## config.mk

```make
export PLATFORM = sky130hd
export DESIGN_NAME = fib_arbiter
export DESIGN_NICKNAME = d
export VERILOG_FILES = /design/src/rtl/fib_pkg.sv /design/src/rtl/rr_picker.sv /design/src/rtl/fib_arbiter.sv
export SDC_FILE = /design/constraint.sdc
export NUM_CORES = 1
export LEC_CHECK = 0
export CORE_ASPECT_RATIO = 0.7
export CORE_UTILIZATION = 43
export DETAILED_ROUTE_END_ITERATION = 7
export PLACE_DENSITY = 0.8
export SYNTH_ARGS = -nofsm -noshare
export SYNTH_HDL_FRONTEND = slang
export SYNTH_SLANG_ARGS = --single-unit
```

## constraint.sdc

```tcl
create_clock -name clk -period 4.85 [get_ports clk]
set_input_delay 1.455 -clock clk [delete_from_list [all_inputs] [get_ports clk]]
set_output_delay 1.455 -clock clk [all_outputs]
set_load 0.01 [all_outputs]
```

## src/rtl/fib_pkg.sv

```systemverilog
// Shared types and default widths for the Fibonacci engine arbiter.
// Imported by the arbiter top and its round-robin picker.
package fib_pkg;

  typedef enum logic [1:0] {
    ARB    = 2'd0,
    ISSUE  = 2'd1,
    WAIT   = 2'd2,
    RETURN = 2'd3
  } arb_state_t;

  localparam int FIB_INPUT_WIDTH  = 8;
  localparam int FIB_OUTPUT_WIDTH = 32;

  // Both operands stay below n, so one conditional subtract replaces a modulo.
  function automatic int wrap_idx(input int idx, input int n);
    return (idx >= n) ? idx - n : idx;
  endfunction

endpackage

```

## src/rtl/rr_picker.sv

```systemverilog
// Round-robin picker, zero latency: rotate requests so rr_ptr sits at bit 0,
// take the lowest set bit, rotate the result back. No internal backpressure.
module rr_picker
  import fib_pkg::*;
#(
  parameter int  NUM_REQ  = 4,
  localparam int ID_WIDTH = $clog2(NUM_REQ)
) (
  input  logic [NUM_REQ-1:0]  req,
  input  logic [ID_WIDTH-1:0] rr_ptr,
  output logic [NUM_REQ-1:0]  grant,
  output logic [ID_WIDTH-1:0] winner,
  output logic                any_req
);

  logic [NUM_REQ-1:0]  rotated;
  logic [ID_WIDTH-1:0] offset;

  always_comb begin
    rotated = '0;
    for (int j = 0; j < NUM_REQ; j++) begin
      rotated[j] = req[ID_WIDTH'(wrap_idx(int'(rr_ptr) + j, NUM_REQ))];
    end
  end

  // Scanning downwards leaves the lowest set bit of the rotated vector in offset.
  always_comb begin
    offset  = '0;
    any_req = 1'b0;
    for (int j = NUM_REQ - 1; j >= 0; j--) begin
      if (rotated[j]) begin
        offset  = ID_WIDTH'(j);
        any_req = 1'b1;
      end
    end
  end

  always_comb begin
    winner = ID_WIDTH'(wrap_idx(int'(rr_ptr) + int'(offset), NUM_REQ));
    grant  = '0;
    if (any_req) begin
      grant[winner] = 1'b1;
    end
  end

endmodule

```

## src/rtl/fib_arbiter.sv

```systemverilog
// Shares one Fibonacci engine among NUM_REQ requesters, one job in flight; accept to
// rsp_vld is 3 cycles plus engine time. A stalled response blocks all new requests.
module fib_arbiter
  import fib_pkg::*;
#(
  parameter int  NUM_REQ      = 4,
  parameter int  INPUT_WIDTH  = FIB_INPUT_WIDTH,
  parameter int  OUTPUT_WIDTH = FIB_OUTPUT_WIDTH,
  localparam int ID_WIDTH     = $clog2(NUM_REQ)
) (
  input  logic                           clk,
  input  logic                           rst,
  input  logic [NUM_REQ-1:0]             req_vld,
  output logic [NUM_REQ-1:0]             req_rdy,
  input  logic [NUM_REQ*INPUT_WIDTH-1:0] req_fib_in,
  output logic [NUM_REQ-1:0]             rsp_vld,
  input  logic [NUM_REQ-1:0]             rsp_rdy,
  output logic [OUTPUT_WIDTH-1:0]        rsp_fib_out,
  output logic [INPUT_WIDTH-1:0]         eng_fib_in,
  output logic                           eng_vld_in,
  input  logic                           eng_rdy_in,
  input  logic [OUTPUT_WIDTH-1:0]        eng_fib_out,
  input  logic                           eng_vld_out,
  output logic                           eng_rdy_out,
  output logic                           busy,
  output logic [ID_WIDTH-1:0]            owner_id,
  output logic [15:0]                    done_cnt
);

  arb_state_t              state;
  logic [ID_WIDTH-1:0]     rr_ptr;
  logic [ID_WIDTH-1:0]     winner;
  logic [ID_WIDTH-1:0]     next_ptr;
  logic [NUM_REQ-1:0]      grant;
  logic [NUM_REQ-1:0]      owner_oh;
  logic                    any_req;
  logic                    accept;
  logic [INPUT_WIDTH-1:0]  operand [NUM_REQ];
  logic [INPUT_WIDTH-1:0]  op_reg;
  logic [OUTPUT_WIDTH-1:0] res_reg;

  always_comb begin
    for (int i = 0; i < NUM_REQ; i++) begin
      operand[i] = req_fib_in[i*INPUT_WIDTH +: INPUT_WIDTH];
    end
  end

  rr_picker #(
    .NUM_REQ(NUM_REQ)
  ) u_picker (
    .req    (req_vld),
    .rr_ptr (rr_ptr),
    .grant  (grant),
    .winner (winner),
    .any_req(any_req)
  );

  // Ready is a pure function of state and req_vld, never of anything the requester sees first.
  assign req_rdy  = (state == ARB && !rst) ? grant : '0;
  assign accept   = (state == ARB) && any_req;
  assign next_ptr = (int'(winner) == NUM_REQ - 1) ? '0 : winner + ID_WIDTH'(1);

  always_comb begin
    owner_oh           = '0;
    owner_oh[owner_id] = 1'b1;
  end

  assign eng_fib_in  = op_reg;
  assign rsp_fib_out = res_reg;

  always_ff @(posedge clk or posedge rst) begin
    if (rst) begin
      state       <= ARB;
      rr_ptr      <= '0;
      owner_id    <= '0;
      op_reg      <= '0;
      res_reg     <= '0;
      done_cnt    <= '0;
      eng_vld_in  <= 1'b0;
      eng_rdy_out <= 1'b0;
      rsp_vld     <= '0;
      busy        <= 1'b0;
    end else begin
      case (state)
        ARB: begin
          if (accept) begin
            op_reg     <= operand[winner];
            owner_id   <= winner;
            rr_ptr     <= next_ptr;
            eng_vld_in <= 1'b1;
            busy       <= 1'b1;
            state      <= ISSUE;
          end
        end
        ISSUE: begin
          if (eng_rdy_in) begin
            eng_vld_in  <= 1'b0;
            eng_rdy_out <= 1'b1;
            state       <= WAIT;
          end
        end
        WAIT: begin
          if (eng_vld_out) begin
            res_reg     <= eng_fib_out;
            eng_rdy_out <= 1'b0;
            rsp_vld     <= owner_oh;
            state       <= RETURN;
          end
        end
        RETURN: begin
          // Only the owner's ready matters; other rsp_rdy bits are don't-care here.
          if (rsp_rdy[owner_id]) begin
            done_cnt <= done_cnt + 16'd1;
            rsp_vld  <= '0;
            busy     <= 1'b0;
            state    <= ARB;
          end
        end
        default: begin
          eng_vld_in  <= 1'b0;
          eng_rdy_out <= 1'b0;
          rsp_vld     <= '0;
          busy        <= 1'b0;
          state       <= ARB;
        end
      endcase
    end
  end

endmodule
```

==> results of run 1 <==
cells in the final DEF (no fill, tap or decap), types with 8 or more instances in the layout:
master and instances:
o31ai_1 9, a2111oi_0 8, nor2b_1 18, xnor2_1 14
a221oi_1 8, clkbuf_16 9, dfrtp_1 69, nand2_1 27
buf_4 23, clkdlybuf4s50_1 136, mux2_2 40
cells by family after synthesis:
logic type	share of synthesized area, %
muxes	14.6
DFF	50.7
adders and majority gates	3.31
buffers and inverters	2.21
AOI/OAI and AO/OA	10.0
xor gates and xnor gates	4.38
and+or+nand+nor	14.7
state kept, by name, summed over array words and instances, names as in the netlist:
register / cells
rsp_fib_out: 32
rr_ptr: 2
eng_fib_in: 8
eng_vld_in: 1
eng_rdy_out: 1
rsp_vld: 4
done_cnt: 16
busy: 1
state: 2
owner_id: 2
routing by layer:
| layer | wire length [um] | global-route usage [%] |
|---|---|---|
| met1 | 4240 | 29.2 |
| met2 | 4440 | 34.9 |
| met3 | 531 | 5.73 |
| met4 | 76 | 6.89 |
| met5 | 0 | 0 |
worst min path at each step:
stage                                   start                         to  slack, ns  cells past startpoint
finish              eng_fib_in[7]$_DFFE_PP0P_  eng_fib_in[7]$_DFFE_PP0P_       0.47                      2
global route          done_cnt[9]$_DFFE_PP0P_    done_cnt[9]$_DFFE_PP0P_       0.50                      1
CTS                 eng_fib_in[7]$_DFFE_PP0P_  eng_fib_in[7]$_DFFE_PP0P_       0.48                      2
detailed placement  eng_fib_in[7]$_DFFE_PP0P_  eng_fib_in[7]$_DFFE_PP0P_       0.47                      2
global placement     done_cnt[15]$_DFFE_PP0P_   done_cnt[15]$_DFFE_PP0P_       0.46                      1
floorplan            done_cnt[15]$_DFFE_PP0P_   done_cnt[15]$_DFFE_PP0P_       0.51                      1
stage by stage:
stage / TNS, ns / hold WS (ns) / std cells / power [mW] / worst slack, ns
after floorplan: 0 / 0.508 / 291 / 1.89 / 0.206
after detailed placement: -3.08 / 0.467 / 540 / 2.68 / -0.811
after global routing: -0.444 / 0.503 / 562 / 3.62 / -0.144
after global placement: -2.59 / 0.459 / 540 / 2.63 / -0.693
final: -0.194 / 0.474 / 562 / 3.40 / -0.0640
after CTS: 0 / 0.478 / 560 / 3.36 / 0.0699
power by group through the flow:
| stage | Clock (mW) | Sequential (mW) | Combinational (mW) |
|---|---|---|---|
| after floorplan | 0 | 1.07 | 0.814 |
| after global placement | 0 | 0.988 | 1.64 |
| after detailed placement | 0 | 1.00 | 1.68 |
| after CTS | 0.584 | 1.00 | 1.77 |
| after global routing | 0.611 | 1.04 | 1.96 |
| final | 0.571 | 1.01 | 1.82 |
worst reg2reg max path: cells and delay by family (launching register included):
| family | cells | cell delay [ns] |
|---|---|---|
| compound gates | 6 | 1.22 |
| flops | 1 | 0.56 |
| buf+inv | 3 | 0.46 |
| simple gates | 2 | 0.37 |
| fa+ha+maj | 1 | 0.24 |
| xor+xnor | 1 | 0.18 |
layout make-up:
type | instances | area (um2) | share of cell area (%)
clock inverter | 5 | 27.5 | 0.503
tap | 98 | 123 | 2.24
inverter | 6 | 22.5 | 0.411
sequential | 69 | 1730 | 31.5
multi-input combinational | 204 | 1720 | 31.3
timing repair buffer | 169 | 1630 | 29.7
clock buffer | 11 | 233 | 4.25
repair_timing:
item,in CTS,in global routing
setup endpoints to repair,4,4
resized for setup,46,12
buffers inserted,5,2
gates cloned,0,0
pin swaps,7,6
==> summary.txt, run 1 <==
Logic synthesis
  – Mapped cell area: 3400 um2
  – Syn avg cell area: 11.7 um2
  – Mapped Nets: 376
  – Yosys warnings: 0
  – Ys async rst share: 100%
  – Count leader, synth: dfrtp_1
  – Gate Count Post-Synth: 291
  – Synth cell types: 43
  – Commonest cells post-synth: dfrtp_1, mux2_2, nand2_1
  – Yosys top cell by area: dfrtp_1
  – Yosys top cell area share: 50.7%
  – EDFF count, synth: 0
  – Ranking of synthesized cells by area: dfrtp_1, mux2_2, xnor2_1
  – Ys flop type: dfrtp_1
  – Seq/Total Area, Yosys: 50.7%
  – #FFs+latches synth: 69

Global routing
  – Largest net degree at the start of global routing: 70
  – First-pass GRT wire length: 14,100 um
  – Vias in the first global route: 2,865
  – Initial antenna violation count: 0
  – Aggregate global routing overflow: 0
  – Overall Global Routing Usage: 22.0%

STA
  – Final setup viols: 4
  – Setup ws final: -0.0640 ns
  – Post-layout minimum cycle time: 4.91 ns
  – RSZ-0062 raised after global routing: true
  – Setup Skew: 0.00612 ns
  – Final Hold Fails: 0
  – Max Freq: 204 MHz
  – Tcrit/Tclk final: 101%
  – Worst Max-Slew Pin Slew: 0.585 ns
  – Rel. slew slack: 61.0%
  – Final count of pins violating max slew: 0

Worst hold path
  – Hold Path Class: reg -> reg

Routing
  – Routed vias/inst: 5.19
  – Final wirelength: 9290 um
  – Post-route ant nets: 0
  – WL/cell: 16.5 um
  – DRC Markers: 0
  – Pre-antenna DRT Iters: 4
  – Routed via count: 2,916
  – Drt first-iter violations: 126

Pwr
  – Sequential share of power: 29.6%
  – Switch Pwr: 1.23 mW
  – Share of total power in combinational logic: 53.6%
  – Pwr/cell area: 621 nW/um2
  – Clock network power share: 16.8%
  – Cell Int Power: 2.18 mW
  – Pleak: 2.30 nW
  – Worst vdd ir: 484 uV
  – Sw Ratio: 36.1%

Die
  – Horiz. Die Dim: 108 um
  – Initial core utilization: 45.5%
  – Total core area: 7480 um2
  – Die area: 8280 um2
  – IO Pins: 145
  – # rows: 26
  – Die Height: 76.4 um

Critical path
  – RR Startpoint: rr_ptr[0]$_DFFE_PP0P_
  – Number of stages on the worst setup path: 13
  – Crit start category: input port
  – Critical path's largest stage delay: 0.24 ns
  – Crit path required time: 3.39 ns
  – Reg-to-Reg End: eng_fib_in[1]$_DFFE_PP0P_
  – Slowest CP cell: ha_4
  – Crit path top cell by count: a21oi_2
  – Arrival time worst endpoint: 3.46 ns
  – CP startpoint: req_vld[2]
  – Critical path buffers and inverters: 3
  – Worst Reg-to-Reg Cells: 13
  – CP Max Fanout: 3
  – CP Capture Point: req_rdy[2]
  – Delay-heaviest family, CP: compound AO/OA/AOI/OAI gates
  – Critical Path End Type: primary output
  – CP cell instances: buf_8, and3b_1, a21oi_2, nor2_2, a21oi_2, o221ai_2, ha_4, xor2_4, a21oi_2, nor2_2, buf_4, nor4_4, buf_2
  – Kind of critical path: in -> out
  – R2R setup slack: 1.72 ns

Layout
  – Nets: 544
  – Share of cells above drive strength 1: 24.1%
  – ANT cells: 0
  – Synth-to-layout area growth: 60.9%
  – Fin area: 5480 um2
  – Number of fill cells: 542
  – Finished Core Util: 73.2%

Clocking
  – Total CTS buffers: 9
  – Clock transition at path regs: 0.05 ns
  – CTS tree: done
  – CTS Sinks: 69
  – Clk buf depth: 2
  – Hold buffer count at cts: 0
  – Clock latency on the worst-skew pair: 0.32 ns
  – H-Tree Level Count: 3
  – CTS Root Cell: clkbuf_16

Placed design
  – Final GP Congestion: 0.890
  – HPWL Detailed: 6510 um
  – Cell Area, Placed: 5070 um2
  – PortBufs: 144

Outcome
  – Status: complete, but fails checks
  – Failing checks: setup timing

Job
  – MaxCap Viol Count: 0
No activity file was read; power rests on OpenSTA's default activity.
==> run 2, diff against run 1 <==
--- a/config.mk
+++ b/config.mk
@@ -7,6 +7,7 @@
 export LEC_CHECK = 0
 export CORE_ASPECT_RATIO = 0.7
 export CORE_UTILIZATION = 43
+export CTS_CLUSTER_DIAMETER = 150
 export DETAILED_ROUTE_END_ITERATION = 7
 export PLACE_DENSITY = 0.8
 export SYNTH_ARGS = -nofsm -noshare
==> results of run 2 <==
The final DEF is identical to that of run 1; final timing and power are the same.
==> run 3, diff against run 2 <==
--- a/config.mk
+++ b/config.mk
@@ -10,6 +10,7 @@
 export CTS_CLUSTER_DIAMETER = 150
 export DETAILED_ROUTE_END_ITERATION = 7
 export PLACE_DENSITY = 0.8
+export SKIP_LAST_GASP = 1
 export SYNTH_ARGS = -nofsm -noshare
 export SYNTH_HDL_FRONTEND = slang
 export SYNTH_SLANG_ARGS = --single-unit
==> constraint.sdc (replaced) <==
create_clock -name clk -period 4.85 [get_ports clk]
set_input_delay 0.7275 -clock clk [delete_from_list [all_inputs] [get_ports clk]]
set_output_delay 0.7275 -clock clk [all_outputs]
set_load 0.01 [all_outputs]
==> summary.txt, run 3 (synthesis gave the netlist of run 1 again) <==
Global routing
  – Busiest grt layer: met2
  – Initial antenna violation count: 0 (unchanged)
  – Met3 Track Usage GR: 5.82% (+0.086 points)
  – Grt met1 use: 27.8% (-1.4 points)
  – First-pass GRT wire length: 13,700 um (-2.5%)
  – Aggregate global routing overflow: 0 (unchanged)
  – Largest net degree at the start of global routing: 40 (-43%)
  – Overall Global Routing Usage: 21.3% (-0.62 points)
  – Met2 global-route usage: 35.0% (+0.064 points)
  – Vias in the first global route: 2,809 (-2.0%)

Worst hold path
  – Hold Path Class: reg -> reg

Clocking
  – Total CTS buffers: 9 (unchanged)
  – Clk buf depth: 2 (unchanged)
  – Clock transition at path regs: 0.06 ns (about the same)
  – Post-CTS setup buffer count: 0 (-5)
  – CTS Sinks: 69 (unchanged)
  – Clock latency on the worst-skew pair: 0.32 ns (about the same)
  – Hold buffer count at cts: 0 (unchanged)
  – CTS Root Cell: clkbuf_16
  – H-Tree Level Count: 3 (unchanged)
  – CTS tree: done
  – Post-cts sizing count: 0 (-100%)

STA
  – Rel. slew slack: 24.4% (-37 points)
  – Max Freq: 218 MHz (+7.1%)
  – Post-layout minimum cycle time: 4.59 ns (-0.325 ns)
  – Setup Skew: 0.00835 ns (+0.00223 ns)
  – RSZ-0062 raised after global routing: false
  – Setup_tns: 0 ns (+0.194 ns)
  – Final setup viols: 0 (-4)
  – Hold Slack: 0.472 ns (-0.00268 ns)
  – Tcrit/Tclk final: 94.6% (-6.7 points)
  – Final Hold Fails: 0 (unchanged)
  – Setup ws final: 0.261 ns (+0.325 ns)
  – Worst Max-Slew Pin Slew: 1.13 ns (+0.547 ns)
  – Final count of pins violating max slew: 0 (unchanged)

Critical path
  – Critical path's largest stage delay: 0.61 ns (+0.37 ns)
  – Crit start category: input port
  – Crit path required time: 4.12 ns (+0.73 ns)
  – Critical Path End Type: primary output
  – CP cell instances: clkdlybuf4s50_1, and3b_1, a21oi_1, nor2_1, a21oi_1, o221ai_1, ha_1, xnor2_1, nor3_4, nor2_2, inv_1, ha_1, and2_1, clkdlybuf4s50_1
  – CP Max Fanout: 9 (+6)
  – Arrival time worst endpoint: 3.86 ns (+0.40 ns)
  – Kind of critical path: in -> out
  – Slowest CP cell: clkdlybuf4s50_1

Placed design
  – Number of placed instances, taps included: 525 (-2.8%)
  – HPWL Detailed: 6500 um (-0.25%)
  – Final GP Congestion: 0.852 (-4.2%)
  – Pre-CTS setup slack: 0.316 ns (+1.13 ns)
  – PortBufs: 144 (unchanged)

Layout
  – Finished Core Util: 70.5% (-2.7 points)
  – Nets: 523 (-3.9%)
  – Most common cell after layout, fill and taps aside: clkdlybuf4s50_1
  – Most frequent cells in the layout: clkdlybuf4s50_1, dfrtp_1, mux2_2
  – Non-filler cells, final: 541 (-3.7%)
  – Max reg flops: 32 (unchanged)
  – ANT cells: 0 (unchanged)
  – Synth-to-layout area growth: 54.9%
  – Share of cells above drive strength 1: 16.0% (-8.1 points)

Routing
  – WL/cell: 15.7 um (-5.0%)
  – Drt first-iter violations: 116 (-7.9%)
  – Routed vias/inst: 5.13 (-1.2%)
  – DRC Markers: 0 (unchanged)
  – Pre-antenna DRT Iters: 4 (unchanged)
  – Final wirelength: 8500 um (-8.6%)
  – Post-route ant nets: 0 (unchanged)
  – Routed via count: 2,773 (-4.9%)

Pwr
  – Worst vdd ir: 351 uV (-28%)
  – Pwr/cell area: 624 nW/um2 (+0.45%)
  – Pleak: 2.19 nW (-4.6%)

Die
  – Die Height: 76.4 um (unchanged)
  – Initial core utilization: 45.5% (unchanged)
  – Die area: 8280 um2 (unchanged)
  – Horiz. Die Dim: 108 um (unchanged)
  – Total core area: 7480 um2 (unchanged)
  – IO Pins: 145 (unchanged)
  – # rows: 26 (unchanged)

Job
  – MaxCap Viol Count: 0 (unchanged)

Outcome
  – Status: finished, final reports clean
-- run 3: area by class of cell --
type	count	area [um2]
clock buffer	12	256
fill	563	2210
multi-input combinational	204	1600
timing repair buffer	148	1470
sequential	69	1730
clock inverter	4	70.1
tap	98	123
inverter	6	22.5
-- run 3: final timing paths --
kind	slack, ns	cells after the start	from	to
max	0.26	14	req_vld[1]	req_rdy[3]
min reg2reg	0.47	1	done_cnt[15]$_DFFE_PP0P_	done_cnt[15]$_DFFE_PP0P_
max in group asynchronous	2.95	3	rst	rsp_fib_out[13]$_DFFE_PP0P_
max reg2reg	1.94	12	rr_ptr[0]$_DFFE_PP0P_	rr_ptr[1]$_DFFE_PP0P_
min	0.47	1	done_cnt[15]$_DFFE_PP0P_	done_cnt[15]$_DFFE_PP0P_
min in group asynchronous	1.00	2	rst	busy$_DFFE_PP0P_
-- run 3: metal layers --
metal / part of all wire [%] / wire length, um / up-vias
met5: 0 / 0 / -
met4: 0.86 / 73 / 0
met3: 6.9 / 582 / 9
met2: 48 / 4050 / 102
met1: 45 / 3790 / 1307
li1: - / - / 1355
-- run 3: critical path, delay by kind of cell --
kind / cells / cell delay, ns
compound gates: 3 / 0.43
xor+xnor: 1 / 0.19
fa+ha+maj: 2 / 0.44
buf+inv: 3 / 1.23
simple gates: 5 / 0.83
-- run 3: per-stage QoR --
| stage | area [um2] | total power [mW] |
|---|---|---|
| 2_1_floorplan | 3400 | 1.89 |
| 3_3_place_gp | 4940 | 2.55 |
| 3_5_place_dp | 4940 | 2.60 |
| 4_1_cts | 5270 | 3.32 |
| 5_1_grt | 5270 | 3.51 |
| 6_report | 5270 | 3.29 |
-- run 3: where the power goes --
part / switching (mW) / total (mW) / leakage (nW) / internal (mW)
Sequential: 0.171 / 0.993 / 0.850 / 0.822
Combinational: 0.722 / 1.59 / 1.18 / 0.872
Clock: 0.228 / 0.704 / 0.163 / 0.476
Total: 1.12 / 3.29 / 2.19 / 2.17
